==> config.mk <==
export PLATFORM = sky130hd
export DESIGN_NAME = digit_serial_deser
export DESIGN_NICKNAME = d
export VERILOG_FILES = /design/src/rtl/digit_serial_pkg.sv /design/src/rtl/digit_collector.sv /design/src/rtl/digit_serial_deser.sv
export SDC_FILE = /design/constraint.sdc
export NUM_CORES = 1
export LEC_CHECK = 0
export BUFFER_PORTS_ARGS = -buffer_cell sky130_fd_sc_hd__buf_2
export CAP_MARGIN = 15
export CORE_UTILIZATION = 51
export CTS_CLUSTER_SIZE = 40
export DETAILED_ROUTE_END_ITERATION = 12
export PLACE_DENSITY = 0.77
export RECOVER_POWER = 25
export SLEW_MARGIN = 20
export SYNTH_ARGS = -nofsm -noshare
export SYNTH_HDL_FRONTEND = slang
export SYNTH_HIERARCHICAL = 1
export SYNTH_SLANG_ARGS = --single-unit
==> constraint.sdc <==
create_clock -name clk -period 1.48 [get_ports clk]
set_input_delay 0.148 -clock clk [delete_from_list [all_inputs] [get_ports clk]]
set_output_delay 0.148 -clock clk [all_outputs]
set_load 0.005 [all_outputs]
==> src/rtl/digit_serial_pkg.sv <==
// Shared definitions for the digit-serial deserializer: default digit
// geometry, derived word width, output FSM state type and a counter-width
// helper.
package digit_serial_pkg;

   localparam int DW_DEF   = 4;
   localparam int NDIG_DEF = 3;
   localparam int WW_DEF   = DW_DEF * NDIG_DEF;

   typedef enum logic {
      EMPTY = 1'b0,
      FULL  = 1'b1
   } state_t;

   // Bits needed to count digit slots 0..n-1; never less than one bit.
   function automatic int cnt_width(input int n);
      return (n > 1) ? $clog2(n) : 1;
   endfunction

endpackage

==> src/rtl/digit_collector.sv <==
// Digit collector: tracks the digit slot counter and the partial word.
// Digits arrive least-significant first; gaps (in_valid=0) freeze the
// counter and the partial slots. On the last digit it raises done and
// presents the assembled word (last digit taken straight from s) plus the
// carry that accompanied that last digit.
module digit_collector
   import digit_serial_pkg::*;
#(
   parameter int DW   = DW_DEF,
   parameter int NDIG = NDIG_DEF
) (
   input  logic               clk,
   input  logic               rst_n,
   input  logic               in_valid,
   input  logic [DW-1:0]      s,
   input  logic               c,
   output logic               done,
   output logic [DW*NDIG-1:0] asm_word,
   output logic               asm_carry
);

   localparam int CW = cnt_width(NDIG);

   logic [CW-1:0] dcnt_reg;
   logic [CW-1:0] dcnt_next;
   logic          last_digit;

   // Only the first NDIG-1 digits need storage; the final one is used live.
   logic [DW-1:0] slot_reg [NDIG-1];

   assign last_digit = (dcnt_reg == CW'(NDIG - 1));
   assign done       = in_valid & last_digit;
   assign asm_carry  = c;

   // Next slot index: advance on valid digits, wrap after the last slot.
   always_comb begin
      dcnt_next = dcnt_reg;
      if (in_valid) begin
         dcnt_next = last_digit ? '0 : dcnt_reg + CW'(1);
      end
   end

   // Slot counter register.
   always_ff @(posedge clk) begin
      if (!rst_n) begin
         dcnt_reg <= '0;
      end else begin
         dcnt_reg <= dcnt_next;
      end
   end

   genvar gi;
   generate
      for (gi = 0; gi < NDIG - 1; gi++) begin : g_slot
         // Capture s into this slot when it is the current digit position.
         always_ff @(posedge clk) begin
            if (!rst_n) begin
               slot_reg[gi] <= '0;
            end else if (in_valid && (dcnt_reg == CW'(gi))) begin
               slot_reg[gi] <= s;
            end
         end
         assign asm_word[gi*DW +: DW] = slot_reg[gi];
      end
   endgenerate

   assign asm_word[(NDIG-1)*DW +: DW] = s;

endmodule

==> src/rtl/digit_serial_deser.sv <==
// Digit-serial deserializer top: collects NDIG digits of DW bits into a
// word and hands it out through a valid/ready output register. A word that
// completes while the previous one is still unaccepted is dropped and the
// sticky ovf flag is raised.
// Optional feature macro DIGIT_DESER_SAT_EN: when defined, a word that
// completes with cout=1 is delivered as all ones.
module digit_serial_deser
   import digit_serial_pkg::*;
#(
   parameter int DW   = DW_DEF,
   parameter int NDIG = NDIG_DEF
) (
   input  logic               clk,
   input  logic               rst_n,
   input  logic               in_valid,
   input  logic [DW-1:0]      s,
   input  logic               c,
   input  logic               out_ready,
   output logic               out_valid,
   output logic [DW*NDIG-1:0] word,
   output logic               cout,
   output logic               ovf
);

   localparam int WW = DW * NDIG;

   logic          done;
   logic [WW-1:0] asm_word;
   logic          asm_carry;
   logic [WW-1:0] load_word;

   state_t        state_reg;
   state_t        state_next;
   logic [WW-1:0] word_reg;
   logic          cout_reg;
   logic          ovf_reg;
   logic          ovf_next;
   logic          load;

   digit_collector #(
      .DW   (DW),
      .NDIG (NDIG)
   ) u_collector (
      .clk       (clk),
      .rst_n     (rst_n),
      .in_valid  (in_valid),
      .s         (s),
      .c         (c),
      .done      (done),
      .asm_word  (asm_word),
      .asm_carry (asm_carry)
   );

`ifdef DIGIT_DESER_SAT_EN
   assign load_word = asm_carry ? {WW{1'b1}} : asm_word;
`else
   assign load_word = asm_word;
`endif

   // Output FSM: decide next state, whether to load a new word, and overflow.
   always_comb begin
      state_next = state_reg;
      load       = 1'b0;
      ovf_next   = ovf_reg;
      case (state_reg)
         EMPTY: begin
            if (done) begin
               state_next = FULL;
               load       = 1'b1;
            end
         end
         FULL: begin
            if (done) begin
               if (out_ready) begin
                  load = 1'b1;
               end else begin
                  ovf_next = 1'b1;
               end
            end else if (out_ready) begin
               state_next = EMPTY;
            end
         end
         default: state_next = EMPTY;
      endcase
   end

   // State, output word and sticky overflow registers.
   always_ff @(posedge clk) begin
      if (!rst_n) begin
         state_reg <= EMPTY;
         word_reg  <= '0;
         cout_reg  <= 1'b0;
         ovf_reg   <= 1'b0;
      end else begin
         state_reg <= state_next;
         ovf_reg   <= ovf_next;
         if (load) begin
            word_reg <= load_word;
            cout_reg <= asm_carry;
         end
      end
   end

   assign out_valid = (state_reg == FULL);
   assign word      = word_reg;
   assign cout      = cout_reg;
   assign ovf       = ovf_reg;

endmodule

==> reports/qor.txt, run 1 <==
Resized Gates After CTS -> 0
Setup_tns -> 0 ns
VDD IR max -> 0.541 mV
Total vias in the final route -> 685
Synth area leaders -> dfxtp_1 (32%), edfxtp_1 (23%), mux2i_1 (12%)
Mapped Area -> 0.00105 sq mm
Routed length on met3 -> 51 um
Fin. max-slew vios -> 0
Met1 wire length -> 718 um
Worst Path Buf+Inv -> 1
Seq cells post-synth -> 25
Worst Path Required -> 1.73 ns
P per Cell Area -> 961 mW/mm^2
Slew margin rel. -> 80.9%
Max reg flops -> 12
CTS Buf Count -> 3
Met2 wire length -> 787 um
CP startpoint kind -> flip-flop
Max-cap viol count -> 0
Clk slew on worst S/H paths -> 0.13 ns
Final hold vios -> 0
FP Rows -> 16
Initial antenna violation count -> 0
Vias/cell -> 4.72
Uppermost layer routed -> met4
Critical path type -> reg -> reg
CP endpoint kind -> flip-flop
IO Pins -> 24
Vias in the first global route -> 570
Syn_area_per_cell -> 10.8 sq um
Synthesized Nets -> 106
Total wire length -> 1.57 mm
Actual slew at the worst max-slew pin -> 0.286 ns
Clock tree buffer depth -> 2
Final setup fails -> 0
ANT nets after route -> 0
Post-Layout Inst Area -> 0.00118 sq mm
Port Buf Inserts -> 23
Synth top area share -> 32.4%
Area leader, netlist -> dfxtp_1
Total track usage -> 15.9%
Storage cell area -> 581 sq um
Hold WC Path Type -> in -> reg
# diodes -> 0
DRC Markers -> 0
Worst EP arrival -> 1.52 ns
Layout cells sized above 1 -> 21.2%
Grt total ovfl -> 0
CP max stage cell -> dfxtp_1
Core area -> 0.00194 sq mm
Fillers -> 173
Top FF cell, synth -> dfxtp_1
Drt pass-1 iters -> 4
First-pass GRT wire length -> 2.41 mm
Largest net degree at the start of global routing -> 31
Fin util -> 60.6%
Hold_sp -> c
Per-cell routed wire length -> 10.8 um
Period minus WS final -> 1.28 ns
Initial Utilization -> 54.1%
Critical R2R Launch -> u_collector/dcnt_reg[1]
RePlAce Congestion -> 0.706
Critical Path Source -> u_collector/dcnt_reg[1]
Cells after Synth -> 97
Seq/Total Area, Yosys -> 55.2%
Yosys cell types -> 21
Max Freq -> 783 MHz
Area Overhead vs Synth -> 11.9%
Worst-Skew Late Latency -> 0.31 ns
RSZ-0062 raised after global routing -> no
Sink Count -> 25
Largest fanout on the critical path -> 13
Multi-input gate area -> 383 sq um
Area after DPL -> 0.00116 sq mm
CTS hold repair buffers -> 0
P_leak -> 0.468 nW
Htree depth -> 1
Critical Path Max Stage Delay -> 0.41 ns
Die width -> 47.4 um
Critical path, cell by cell -> nand2_1 -> nor2_1 -> nor2b_2 -> buf_12 -> mux2i_1
CTS tree -> done
Reg-to-reg slack, setup -> 0.20 ns
Post-synth EDFFs -> 8
Status -> completed
Worst Skew -> 0.00611 ns
Syn. warnings -> 6
Chip Height -> 47.4 um
Postcts setup bufs -> 0
Root buffer cell -> clkbuf_4
Final #Nets -> 128
Detailed Route Iter0 Violations -> 9
Die area -> 0.00225 sq mm
Async SR Flop Fraction -> 0%
Half-perimeter wire length after detailed placement -> 1.10 mm
Final Cycle Share -> 86.2%
CP top delay family -> simple AND/OR/NAND/NOR gates
-- synthesized netlist by cell type (2+ instances only) --
| cell | instances |
|---|---|
| buf_2 | 3 |
| edfxtp_1 | 8 |
| nand2_1 | 28 |
| mux2i_1 | 13 |
| dfxtp_1 | 17 |
| and2_1 | 8 |
| a31o_1 | 2 |
| buf_4 | 5 |
-- per-stage QoR --
stage,hold slack (ns),total power [W],setup slack [ns],cells
after floorplan,0.295,0.000824,0.303,97
after global placement,0.400,0.000848,0.287,141
after detailed placement,0.404,0.000852,0.234,141
after CTS,0.0613,0.00114,0.203,145
after global routing,0.0654,0.00118,0.0419,145
final,0.0781,0.00113,0.204,145
-- report_power, final --
group / leakage [nW] / switching, W / total [W] / internal [W]
clock network: 0.0150 / 0.000189 / 0.000294 / 0.000105
registers: 0.223 / 0.0000117 / 0.000747 / 0.000735
logic: 0.230 / 0.0000480 / 0.0000893 / 0.0000412
-- per-layer routing --
layer | global-route usage, % | vias up
met5 | 0 | -
met4 | 10.3 | 0
met3 | 2.31 | 2
met2 | 24.4 | 10
met1 | 20.9 | 314
li1 | - | 359
-- worst min-delay path: stages --
cell     delay [ns]
buf_2          0.10
nand2_1        0.05
mux2i_1        0.06
-- path summary, 6_finish.rpt --
kind | endpoint | cells after the start
worst min register to register | word[3] | 2
worst max register to register | word[9] | 5
worst min-delay path | cout | 3
worst max-delay path | word[9] | 5
-- cells by family after synthesis --
| group | count (synthesis) | share of synthesized area (%) |
|---|---|---|
| mux | 13 | 12.4 |
| simple gates | 42 | 20.0 |
| buf+inv | 11 | 8.33 |
| flops | 25 | 55.2 |
| compound gates | 6 | 4.05 |
-- final cells by class --
| cell class | instances | share of cell area, % |
|---|---|---|
| sequential | 25 | 49.4 |
| inverter | 1 | 0.319 |
| multi-input combinational | 61 | 32.6 |
| clock buffer | 4 | 2.23 |
| timing repair buffer | 27 | 12.7 |
| tap | 27 | 2.87 |
-- placed cells by master, fill, tap and decap left out, types with 2 or more instances in the layout --
cell type	n
dfxtp_1	17
mux2i_1	13
nand2_1	28
and2_1	8
buf_4	3
clkbuf_1	8
a31o_1	2
clkbuf_4	3
edfxtp_1	8
buf_2	16
No activity file was read; power rests on OpenSTA's default activity.
==> run 2: changes to the inputs <==
==> constraint.sdc (replaced) <==
create_clock -name clk -period 1.48 [get_ports clk]
set_input_delay 0 -clock clk [delete_from_list [all_inputs] [get_ports clk]]
set_output_delay 0 -clock clk [all_outputs]
set_load 0.005 [all_outputs]
==> run 2 against run 1 <==
- worst hold slack worse by 0.062 ns
- largest cell class unchanged
- sequential power hardly changed
- critical path type unchanged
- power is 1.0% higher
- largest power group unchanged
- die area stayed put
==> reports/qor.txt, run 2 (synthesis gave the netlist of run 1 again) <==
Critical path type -> reg -> reg
Sequential share of power -> 65.5% (-0.6 points)
Multi-input gate area -> 383 sq um (unchanged)
Most common cell after layout, fill and taps aside -> nand2_1
Die area -> 0.00225 sq mm (unchanged)
RePlAce Congestion -> 0.715 (+1.3%)
Final setup fails -> 0 (unchanged)
Hold WC Path Type -> in -> reg
ANT nets after route -> 0 (unchanged)
R2r worst-path depth -> 5 (unchanged)
First-pass GRT wire length -> 2.62 mm (+8.9%)
Vias/cell -> 4.81 (+1.9%)
Core area -> 0.00194 sq mm (unchanged)
Worst Skew -> 0.00999 ns (+0.00388 ns)
P per Cell Area -> 929 mW/mm^2 (-3.3%)
Most frequent cells in the layout -> nand2_1 (28), buf_2 (18), dfxtp_1 (17)
Initial Utilization -> 54.1% (unchanged)
Critical Path Max Stage Delay -> 0.42 ns (about the same)
Total track usage -> 17.4% (+1.5 points)
Detailed Route Iter0 Violations -> 10 (+1)
CTS Buf Count -> 3 (unchanged)
Logic pwr share -> 8.7% (+0.8 points)
Total wire length -> 1.64 mm (+4.3%)
Fin util -> 63.3% (+2.7 points)
Htree depth -> 1 (unchanged)
CP max stage cell -> dfxtp_1
Total vias in the final route -> 722 (+5.4%)
Largest net degree at the start of global routing -> 31 (unchanged)
Period minus WS final -> 1.28 ns (+0.00703 ns)
Root buffer cell -> clkbuf_4
Layout cells sized above 1 -> 22.0% (+0.76 points)
Max Freq -> 779 MHz (-0.55%)
Vias in the first global route -> 640 (+12%)
VDD IR max -> 0.644 mV (+19%)
Clock tree buffer depth -> 2 (unchanged)
Reg-to-reg slack, setup -> 0.20 ns (about the same)
Net switching power -> 0.000251 W (+0.99%)
Final hold vios -> 0 (unchanged)
Half-perimeter wire length after detailed placement -> 1.11 mm (+1.2%)
Storage cell area -> 581 sq um (unchanged)
CP endpoint kind -> flip-flop
Critical path, cell by cell -> nand2_1 -> nor2_1 -> nor2b_2 -> buf_12 -> mux2i_1
CP top delay family -> simple AND/OR/NAND/NOR gates
Actual slew at the worst max-slew pin -> 0.277 ns (-0.00904 ns)
# diodes -> 0 (unchanged)
CTS tree -> done
Initial antenna violation count -> 0 (unchanged)
Clk slew on worst S/H paths -> 0.13 ns (about the same)
Sw Share -> 22.0% (about the same)
Die width -> 47.4 um (unchanged)
Clk pwr share -> 25.8% (-0.2 points)
Sink Count -> 25 (unchanged)
CP startpoint kind -> flip-flop
Drt pass-1 iters -> 4 (unchanged)
Grt total ovfl -> 0 (unchanged)
Fillers -> 172 (-0.58%)
Fin. max-slew vios -> 0 (unchanged)
Hold Path Depth -> 3 (unchanged)
Worst-Skew Late Latency -> 0.31 ns (about the same)
Final #Nets -> 133 (+3.9%)
Status -> completed
Worst Path Buf+Inv -> 1 (unchanged)
Total internal power -> 0.000890 W (+1.0%)
P_leak -> 0.497 nW (+6.3%)
DRC Markers -> 0 (unchanged)
RSZ-0062 raised after global routing -> no
Max-cap viol count -> 0 (unchanged)
Per-cell routed wire length -> 10.9 um (+0.85%)
Worst EP arrival -> 1.53 ns (about the same)
Postcts setup bufs -> 0 (unchanged)
Port Buf Inserts -> 23 (unchanged)
Chip Height -> 47.4 um (unchanged)
Setup_tns -> 0 ns (unchanged)
Slew margin rel. -> 81.5% (+0.60 points)
Final Cycle Share -> 86.7% (+0.47 points)
Largest fanout on the critical path -> 13 (unchanged)
Worst Path Required -> 1.73 ns (about the same)
FP Rows -> 16 (unchanged)
Max reg flops -> 12 (unchanged)
CP Depth -> 5 (unchanged)
Area Overhead vs Synth -> 16.9%
IO Pins -> 24 (unchanged)
## run 2: changes by cell type in the layout (fill, tap and decap cells not counted)
| cell | delta |
|---|---|
| clkbuf_1 | -2 |
| dlygate4sd3_1 | +5 |
| buf_2 | +2 |
## run 2: metal layers
layer  vias up  global-route usage, %  share of wire [%]  wire length [um]
met5         -                      0                  0                 0
met4         0                   10.3               0.73                12
met3         2                   3.46                2.8                46
met2        14                   28.5                 51               842
met1       336                   21.1                 45               737
li1        370                      -                  -                 -
## run 2: area by class of cell
class | count | share of cell area [%]
flip-flops and latches | 25 | 47.3
multi-input cells | 61 | 31.2
clock buffers | 4 | 2.14
inverters | 1 | 0.305
well taps | 27 | 2.75
repair buffers | 32 | 16.4
## run 2: through the flow
step / setup WS, ns / area (sq um) / instances / hold slack (ns) / power [W]
after floorplan: 0.303 / 1050 / 97 / 0.147 / 0.000824
after global placement: 0.289 / 1160 / 141 / 0.252 / 0.000848
after detailed placement: 0.239 / 1160 / 141 / 0.259 / 0.000852
after CTS: 0.203 / 1230 / 150 / 0.00683 / 0.00115
after global routing: 0.0741 / 1230 / 150 / 0.0195 / 0.00120
final: 0.197 / 1230 / 150 / 0.0159 / 0.00114
## run 2: timing repair
item | CTS | global route
hold endpoints to repair | 11 | 0
gates resized for setup | 0 | 0
hold buffers | 5 | 0
## run 2: path summary, 6_finish.rpt
check,to,from
worst max-delay path,word[2],u_collector/dcnt_reg[1]
worst max register to register,word[2],u_collector/dcnt_reg[1]
worst min-delay path,out_valid,out_ready
worst min register to register,word[9],word[9]
## run 2: worst reg2reg max path: stages (launching register included)
cell and delay (ns):
dfxtp_1 0.42, nand2_1 0.07, nor2_1 0.15, nor2b_2 0.22, buf_12 0.17, mux2i_1 0.19
## run 2: power groups by stage
| stage | logic, W | clock network, W | registers (W) |
|---|---|---|---|
| 6_report | 0.0000997 | 0.000294 | 0.000747 |
| 5_1_grt | 0.000110 | 0.000334 | 0.000751 |
| 4_1_cts | 0.000100 | 0.000307 | 0.000747 |
| 3_5_place_dp | 0.0000896 | 0 | 0.000762 |
| 3_3_place_gp | 0.0000867 | 0 | 0.000761 |
| 2_1_floorplan | 0.0000639 | 0 | 0.000760 |
